===== src/rtl/regfile_pkg.sv =====
// Shared defaults and types for the scoreboarded register file.
// Widths here are the defaults; regfile_sb may be built with other widths.
package regfile_pkg;

    localparam int RF_ADDRESS_WIDTH = 5;
    localparam int RF_DATA_WIDTH    = 32;
    localparam int RF_A0_INDEX      = 'h10;

    typedef logic [RF_ADDRESS_WIDTH-1:0] reg_addr_t;
    typedef logic [RF_DATA_WIDTH-1:0]    reg_data_t;

endpackage


===== src/rtl/regfile_sb_pending_table.sv =====
// One pending bit per register, marking an issued long-latency producer whose
// result has not yet been written back. Register 0 is never pending.
module pending_table #(
    parameter int ADDRESS_WIDTH = 5,
    parameter int NUM_RD        = 2
) (
    input  logic                            clk,
    input  logic                            rst,
    input  logic                            set_en,
    input  logic [ADDRESS_WIDTH-1:0]        set_addr,
    input  logic                            clr_en,
    input  logic [ADDRESS_WIDTH-1:0]        clr_addr,
    input  logic [NUM_RD*ADDRESS_WIDTH-1:0] lookup_addr,
    output logic [NUM_RD-1:0]               lookup_pending,
    output logic                            any_pending
);

    localparam int DEPTH = 2 ** ADDRESS_WIDTH;

    logic [DEPTH-1:1] pending;
    logic [DEPTH-1:0] pending_full;

    // A set on the same edge as a clear wins: the newer producer is still outstanding.
    always_ff @(posedge clk or posedge rst) begin
        if (rst) begin
            pending <= '0;
        end else begin
            for (int n = 1; n < DEPTH; n++) begin
                if (set_en && set_addr == ADDRESS_WIDTH'(n)) begin
                    pending[n] <= 1'b1;
                end else if (clr_en && clr_addr == ADDRESS_WIDTH'(n)) begin
                    pending[n] <= 1'b0;
                end
            end
        end
    end

    assign pending_full = {pending, 1'b0};
    assign any_pending  = |pending;

    for (genvar i = 0; i < NUM_RD; i++) begin : g_lookup
        assign lookup_pending[i] = pending_full[lookup_addr[i*ADDRESS_WIDTH +: ADDRESS_WIDTH]];
    end

endmodule


===== src/rtl/regfile_sb.sv =====
// Register file with write-through reads and a pending-producer scoreboard.
// Register 0 is hardwired to zero and can never be marked pending.
module regfile_sb
    import regfile_pkg::*;
#(
    parameter int ADDRESS_WIDTH = RF_ADDRESS_WIDTH,
    parameter int DATA_WIDTH    = RF_DATA_WIDTH,
    parameter int NUM_RD        = 2,
    parameter int A0_INDEX      = RF_A0_INDEX
) (
    input  logic                            clk,
    input  logic                            rst,
    input  logic [NUM_RD*ADDRESS_WIDTH-1:0] rd_addr,
    output logic [NUM_RD*DATA_WIDTH-1:0]    rd_data,
    output logic [NUM_RD-1:0]               rd_busy,
    input  logic                            we,
    input  logic [ADDRESS_WIDTH-1:0]        wa,
    input  logic [DATA_WIDTH-1:0]           wd,
    input  logic                            iss,
    input  logic [ADDRESS_WIDTH-1:0]        iss_addr,
    output logic [DATA_WIDTH-1:0]           a0,
    output logic                            any_busy
);

    localparam int                 DEPTH   = 2 ** ADDRESS_WIDTH;
    localparam [ADDRESS_WIDTH-1:0] A0_ADDR = ADDRESS_WIDTH'(A0_INDEX);

    logic [DATA_WIDTH-1:0] mem [DEPTH];
    logic [NUM_RD-1:0]     lookup_pending;
    logic                  wb_live;

    always_ff @(posedge clk or posedge rst) begin
        if (rst) begin
            for (int n = 0; n < DEPTH; n++) begin
                mem[n] <= '0;
            end
        end else if (we && wa != '0) begin
            mem[wa] <= wd;
        end
    end

    pending_table #(
        .ADDRESS_WIDTH(ADDRESS_WIDTH),
        .NUM_RD       (NUM_RD)
    ) u_pending (
        .clk           (clk),
        .rst           (rst),
        .set_en        (iss && iss_addr != '0),
        .set_addr      (iss_addr),
        .clr_en        (we),
        .clr_addr      (wa),
        .lookup_addr   (rd_addr),
        .lookup_pending(lookup_pending),
        .any_pending   (any_busy)
    );

    // Forwarding is suppressed under reset so every output reads zero while rst is high.
    assign wb_live = we && wa != '0 && !rst;

    for (genvar i = 0; i < NUM_RD; i++) begin : g_rd
        logic [ADDRESS_WIDTH-1:0] addr;
        assign addr = rd_addr[i*ADDRESS_WIDTH +: ADDRESS_WIDTH];
        assign rd_data[i*DATA_WIDTH +: DATA_WIDTH] =
            (rst || addr == '0)       ? '0 :
            (wb_live && wa == addr)   ? wd : mem[addr];
        // A writeback landing this cycle already satisfies the reader.
        assign rd_busy[i] = lookup_pending[i] && !(we && wa == addr);
    end

    assign a0 = (rst || A0_ADDR == '0)    ? '0 :
                (wb_live && wa == A0_ADDR) ? wd : mem[A0_ADDR];

endmodule


===== config.mk =====
export PLATFORM = sky130hd
export DESIGN_NAME = regfile_sb
export DESIGN_NICKNAME = d
export VERILOG_FILES = /design/src/rtl/regfile_pkg.sv /design/src/rtl/regfile_sb_pending_table.sv /design/src/rtl/regfile_sb.sv
export SDC_FILE = /design/constraint.sdc
export NUM_CORES = 2
export LEC_CHECK = 0
export BUFFER_PORTS_ARGS = -buffer_cell sky130_fd_sc_hd__buf_2
export CORE_MARGIN = 2
export CORE_UTILIZATION = 25
export DETAILED_ROUTE_END_ITERATION = 12
export HOLD_SLACK_MARGIN = 0.02
export SKIP_CTS_REPAIR_TIMING = 1
export SYNTH_ARGS = -nofsm -noshare
export SYNTH_HDL_FRONTEND = slang
export SYNTH_SLANG_ARGS = --single-unit

===== constraint.sdc =====
create_clock -name clk -period 90.2 [get_ports clk]
set_input_delay 4.51 -clock clk [delete_from_list [all_inputs] [get_ports clk]]
set_output_delay 4.51 -clock clk [all_outputs]
set_load 0.01 [all_outputs]

# Yosys cells after proc, flatten, opt, wreduce, memory -nomap -nowiden

Cells that the tools add are included.

Order comparisons: 6
Equality and inequality tests: 64
Muxes and demuxes: 81
Bitwise operators: 3
Reductions and logical operators: 114

Operators with widths:

| cell               | count |
|---|---|
| $bwmux 1024        | 1 |
| $mux 32            | 11 |
| $bmux 32 s5        | 2 |
| $demux 32 s5       | 1 |
| $eq 5x5->1 const B | 32 |
| $eq 5x4->1 const B | 16 |
| $logic_and 1x1->1  | 73 |
| $mux 1             | 64 |
| $reduce_bool 2->1  | 31 |
| $eq 5x3->1 const B | 8 |
| $reduce_or 31->1   | 1 |
| $eq 5x2->1 const B | 4 |
| $ge 6x6->1 const B | 3 |
| $not 5->6          | 3 |
| $lt 5x6->1 const B | 2 |
| $bmux 1 s5         | 2 |
| $eq 5x1->1 const B | 2 |
| $eq 5x5->1         | 2 |
| $logic_not 5->1    | 2 |
| $reduce_bool 5->1  | 2 |
| $lt 6x1->1 const B | 1 |
| $logic_not 1->1    | 3 |
| $logic_or 1x1->1   | 2 |

Register bits after elaboration: 1055
Input bits: 56
Output and inout port bits: 99
Logic and storage cells: 331

# Longest topological paths before layout

Word-level depth: 6
Mapped depth: 9
Depth with buffers taken out: 5

# By module

A second synthesis with hierarchy kept.

Cells, all modules: 4037
Area total of the unflattened synthesis: 56839.5 um2

Modules (own cells, without submodules):

| module        | instances | cells an instance | area an instance (um2) | seq. area each (um2) |
|---|---|---|---|---|
| regfile_sb    | 1         | 3829              | 54935.2                | 25624.6 |
| pending_table | 1         | 208               | 1904.3                 | 775.7 |

# Worst setup path after synthesis

No wires, ideal clock.

Path kind: input-to-output
Start point: input port rst
End point: output port a0[22]
Arrival: 37591 ps
Required time: 85690 ps
Slack: 48099 ps
Stages on the path: 3
Buffers on the path: 1
Path through: inv_1 clkbuf_1 and2_1

Word-level cells in the longest chain between the ends: 5

RTL lines:

| element           | line             | text |
|---|---|---|
| start, declared   | regfile_sb.sv:12 | `input logic rst,` |
| $logic_not 1->1   | regfile_sb.sv:58 | `assign wb_live = we && wa != '0 && !rst;` |
| $logic_and 1x1->1 | regfile_sb.sv:58 |  |
| $logic_and 1x1->1 | regfile_sb.sv:71 | `(wb_live && wa == A0_ADDR) ? wd : mem[A0_ADDR];` |
| $mux 32           | regfile_sb.sv:71 |  |
| $mux 32 (*)       | regfile_sb.sv:70 | `assign a0 = (rst \|\| A0_ADDR == '0) ? '0 :` |
| end, declared     | regfile_sb.sv:21 | `output logic [DATA_WIDTH-1:0] a0,` |

Every way passes the cells marked *; elsewhere a longest branch is shown, timed or not.

# Worst setup path after layout

Start point: input port rd_addr[1]
End point: output port rd_data[26]

Word-level cells in the longest chain between the ends: 6
Elaborated cells between the ends (all ways): 10
Classes of those cells: eq/ne: 1; mux: 5; bitwise: 1; reduce/logical: 3

RTL lines:

| element                                    | line             | text |
|---|---|---|
| start, declared                            | regfile_sb.sv:13 | `input logic [NUM_RD*ADDRESS_WIDTH-1:0] rd_addr,` |
| $not 5->6 (not written as such)            | regfile_sb.sv:65 | `(wb_live && wa == addr) ? wd : mem[addr];` |
| $bmux 32 s5                                | regfile_sb.sv:65 |  |
| $mux 32 (not written as such) (2 in a row) | regfile_sb.sv:65 |  |
| $mux 32                                    | regfile_sb.sv:65 |  |
| $mux 32 (*)                                | regfile_sb.sv:64 | `(rst \|\| addr == '0) ? '0 :` |
| end, declared                              | regfile_sb.sv:14 | `output logic [NUM_RD*DATA_WIDTH-1:0] rd_data,` |

Every way passes the cells marked *; elsewhere a longest branch is shown, timed or not. The select of a mux whose other input is x is not followed.

==> impl_metrics.xml <==
<?xml version="1.0" encoding="UTF-8"?>
<metrics>
  <group name="status">
    <metric name="status" unit="">finished, final reports clean</metric>
  </group>
  <group name="sta">
    <metric name="setup_violations" unit="">0</metric>
    <metric name="period_minus_slack" unit="ns">13.89</metric>
    <metric name="setup_tns" unit="ns">0</metric>
    <metric name="rsz0062_at_grt" unit="">no</metric>
    <metric name="final_min_period_over_clock_period" unit="%">15.4</metric>
    <metric name="hold_viol_final" unit="">0</metric>
    <metric name="relSlewSlack" unit="%">25.1</metric>
    <metric name="finalClockSkew" unit="ns">0</metric>
    <metric name="worst-slew-pin-transition" unit="ns">1.12</metric>
    <metric name="fmax" unit="MHz">72.0</metric>
    <metric name="timing_max_transition_violations_final" unit="">0</metric>
  </group>
  <group name="die">
    <metric name="die_height" unit="µm">480</metric>
    <metric name="top_level_ports" unit="">155</metric>
    <metric name="die_area" unit="µm²">230000</metric>
    <metric name="rows" unit="">174</metric>
    <metric name="initial_standard_cell_utilization_of_the_core" unit="%">25.2</metric>
    <metric name="fp.coreArea" unit="µm²">225000</metric>
    <metric name="die_x" unit="µm">480</metric>
  </group>
  <group name="setup_path">
    <metric name="startpoint_type" unit="">input pin</metric>
    <metric name="slowest_stage" unit="">buf_4</metric>
    <metric name="cp_data_required_time" unit="ns">85.69</metric>
    <metric name="timing.critical_path.mode_cell" unit="">buf_4</metric>
    <metric name="worstSetupEndpointType" unit="">output pin</metric>
    <metric name="critical_path.cell_chain" unit="">buf_8 &gt; buf_4 &gt; buf_4 &gt; buf_4 &gt; mux4_2 &gt; a22oi_1 &gt; nand4_1 &gt; nor2_1 &gt; nor3_1 &gt; buf_2</metric>
    <metric name="timing.critical_path.max_delay_family" unit="">buffers and inverters</metric>
    <metric name="critical_path.max_fanout" unit="">73</metric>
    <metric name="cp_data_arrival_time" unit="ns">9.38</metric>
    <metric name="timing_worst_setup_path_type" unit="">in2out</metric>
    <metric name="cpPeakStageDelay" unit="ns">0.94</metric>
    <metric name="critical_path_buf_inv_count" unit="">5</metric>
  </group>
  <group name="drt">
    <metric name="drc_errors" unit="">0</metric>
    <metric name="via_per_inst" unit="">5.33</metric>
    <metric name="aggregate_routed_wire_length" unit="µm">184000</metric>
    <metric name="route.detailed.wl_per_inst" unit="µm">26.8</metric>
    <metric name="route.antenna.remaining_nets" unit="">0</metric>
    <metric name="firstDrtPassIters" unit="">5</metric>
    <metric name="detailedRoute.firstIterationViolations" unit="">3359</metric>
    <metric name="routed-via-count" unit="">36600</metric>
  </group>
  <group name="pwr">
    <metric name="finalPower" unit="mW">1.37</metric>
    <metric name="power.leakage" unit="nW">26.6</metric>
    <metric name="max-vdd-ir-drop" unit="mV">0.0153</metric>
    <metric name="power_density" unit="nW/µm²">21.5</metric>
  </group>
  <group name="yosys">
    <metric name="post_synth_inst_count" unit="">3890</metric>
    <metric name="synth_area_per_cell" unit="µm²">14.5</metric>
    <metric name="yosysMostFrequentCell" unit="">dfrtp_1</metric>
    <metric name="netlist_area" unit="µm²">56600</metric>
    <metric name="post_synth_edffs" unit="">0</metric>
    <metric name="synth_top_area_cell" unit="">dfrtp_1</metric>
    <metric name="synth_largest_type_area_fraction" unit="%">46.7</metric>
    <metric name="synth_seq_area_share" unit="%">46.7</metric>
    <metric name="synth.area.top_cells" unit="">dfrtp_1 47%, mux2_2 20%, mux4_2 18%, mux2i_1 2.9%, a22oi_1 2.1%</metric>
    <metric name="synthesis.yosys.warnings" unit="">0</metric>
    <metric name="most_numerous_cell_types_in_the_synthesized_netlist" unit="">1055 x dfrtp_1, 989 x mux2_2, 464 x mux4_2, 229 x clkbuf_1, 165 x mux2i_1</metric>
    <metric name="mappedNetlistNets" unit="">3946</metric>
    <metric name="synth.lib_cells_used.distinct" unit="">46</metric>
    <metric name="ys_dominant_reg_cell" unit="">dfrtp_1</metric>
    <metric name="ys_ff_latch" unit="">1055</metric>
    <metric name="synth_async_sr_flop_share" unit="%">100</metric>
  </group>
  <group name="clock_network">
    <metric name="clk-insertion-delay-late" unit="ns">0.75</metric>
    <metric name="path_clk_slew" unit="ns">0.06</metric>
    <metric name="clock_sink_count" unit="">1055</metric>
    <metric name="cts_tree" unit="">built</metric>
    <metric name="cts_made_buffers" unit="">108</metric>
    <metric name="clock_tree_root_buffer_cell" unit="">clkbuf_16</metric>
    <metric name="clock_tree.buffer_depth" unit="">3</metric>
    <metric name="ctsHtreeMaxLevel" unit="">3</metric>
  </group>
  <group name="placement">
    <metric name="post_dp_cell_area" unit="µm²">60200</metric>
    <metric name="place.detailed.instances" unit="">6675</metric>
    <metric name="port_buffers" unit="">154</metric>
    <metric name="dp_hpwl" unit="µm">105000</metric>
    <metric name="gpl.final_weighted_congestion" unit="">0.775</metric>
  </group>
  <group name="global_route">
    <metric name="first_global_vias" unit="">38000</metric>
    <metric name="largest_net_degree_at_the_start_of_global_routing" unit="">125</metric>
    <metric name="grt_antenna_before_repair" unit="">14</metric>
    <metric name="gr_overflow_total" unit="">0</metric>
    <metric name="grt_first_pass_wirelength" unit="µm">272000</metric>
    <metric name="gr-usage-all-layers" unit="%">15.8</metric>
  </group>
  <group name="job">
    <metric name="maxCapViolations" unit="">0</metric>
  </group>
  <group name="cells_and_area">
    <metric name="design.final.nets" unit="">3849</metric>
    <metric name="post_route_cells_drive_above_1_share" unit="%">49.5</metric>
    <metric name="final-seq-area" unit="µm²">26400</metric>
    <metric name="final_cells" unit="">6872</metric>
    <metric name="syn2layout_area_growth" unit="%">12.8</metric>
    <metric name="finalInstanceArea" unit="µm²">63800</metric>
    <metric name="fill_cells" unit="">22600</metric>
    <metric name="multi_input_comb_area" unit="µm²">28500</metric>
  </group>
  <group name="worst_hold_path">
    <metric name="hp-class" unit="">reg2reg</metric>
  </group>
</metrics>
==> routing by layer <==
layer	up-vias	track usage, %	wire [µm]
li1	14900	-	-
met1	19900	20.8	76800
met2	1362	26.1	88800
met3	361	2.74	11100
met4	0	5.82	7280
met5	-	0	0
==> stage by stage <==
| stage | utilization, % | setup WS, ns | hold WS, ns |
|---|---|---|---|
| 3_3_place_gp | 26.8 | 76.42 | 0.383 |
| 4_1_cts | 28.4 | 76.41 | 0.399 |
| 3_5_place_dp | 26.8 | 76.43 | 0.385 |
| 2_1_floorplan | - | 43.62 | 0.441 |
| 6_report | 28.4 | 76.31 | 0.398 |
| 5_1_grt | 28.4 | 76.25 | 0.403 |
==> cell type report <==
class | count | share of cell area (%)
tap | 2992 | 5.86
timing repair buffer | 241 | 2.39
antenna | 2 | 0.00784
sequential | 1055 | 41.4
clock buffer | 164 | 5.10
multi-input combinational | 2383 | 44.6
inverter | 4 | 0.0353
clock inverter | 31 | 0.619
==> layout by cell type, fill, tap and decap left out, types with 10 or more instances in the layout <==
cell,n
dfrtp_1,1055
mux2_2,989
mux4_2,464
mux2i_1,165
a22oi_1,158
buf_2,148
clkbuf_16,108
buf_4,84
nor2_1,73
a21oi_1,68
a221oi_1,65
nor2b_1,39
nand4_1,35
nor3_1,34
o21ai_0,34
clkbuf_8,34
a221o_1,33
a211oi_1,32
o21bai_1,32
and2_1,32
clkbuf_1,22
nand2_1,19
nor2_4,17
clkinv_2,13
nand2_2,11
xnor2_1,10
==> state kept, by name, indices dropped and copies added (netlist names) <==
name	flops
mem	1024
u_pending.pending	31
==> report_power, final <==
part	internal [mW]	leakage [nW]	switching [mW]
Sequential	0.564	13.5	0.0669
Clock	0.266	1.80	0.201
Combinational	0.163	11.3	0.114
==> cell families after synthesis <==
family	Yosys count	share of synthesized area, %
mux	1622	41.1
flops	1055	46.7
buf+inv	452	3.40
compound gates	441	5.80
simple gates	310	2.84
xor+xnor	10	0.155
==> final timing paths <==
check / from / end / slack [ns] / depth (start not counted)
min in group asynchronous: rst / mem[510] / 3.92 / 2
worst min-delay path: mem[1014] / mem[1014] / 0.40 / 0
worst max-delay path: rd_addr[1] / rd_data[26] / 76.31 / 10
max in group asynchronous: rst / mem[337] / 82.42 / 7
worst min register to register: mem[1014] / mem[1014] / 0.40 / 0
worst max register to register: mem[489] / mem[489] / 89.33 / 1
No activity file was read; power rests on OpenSTA's default activity.
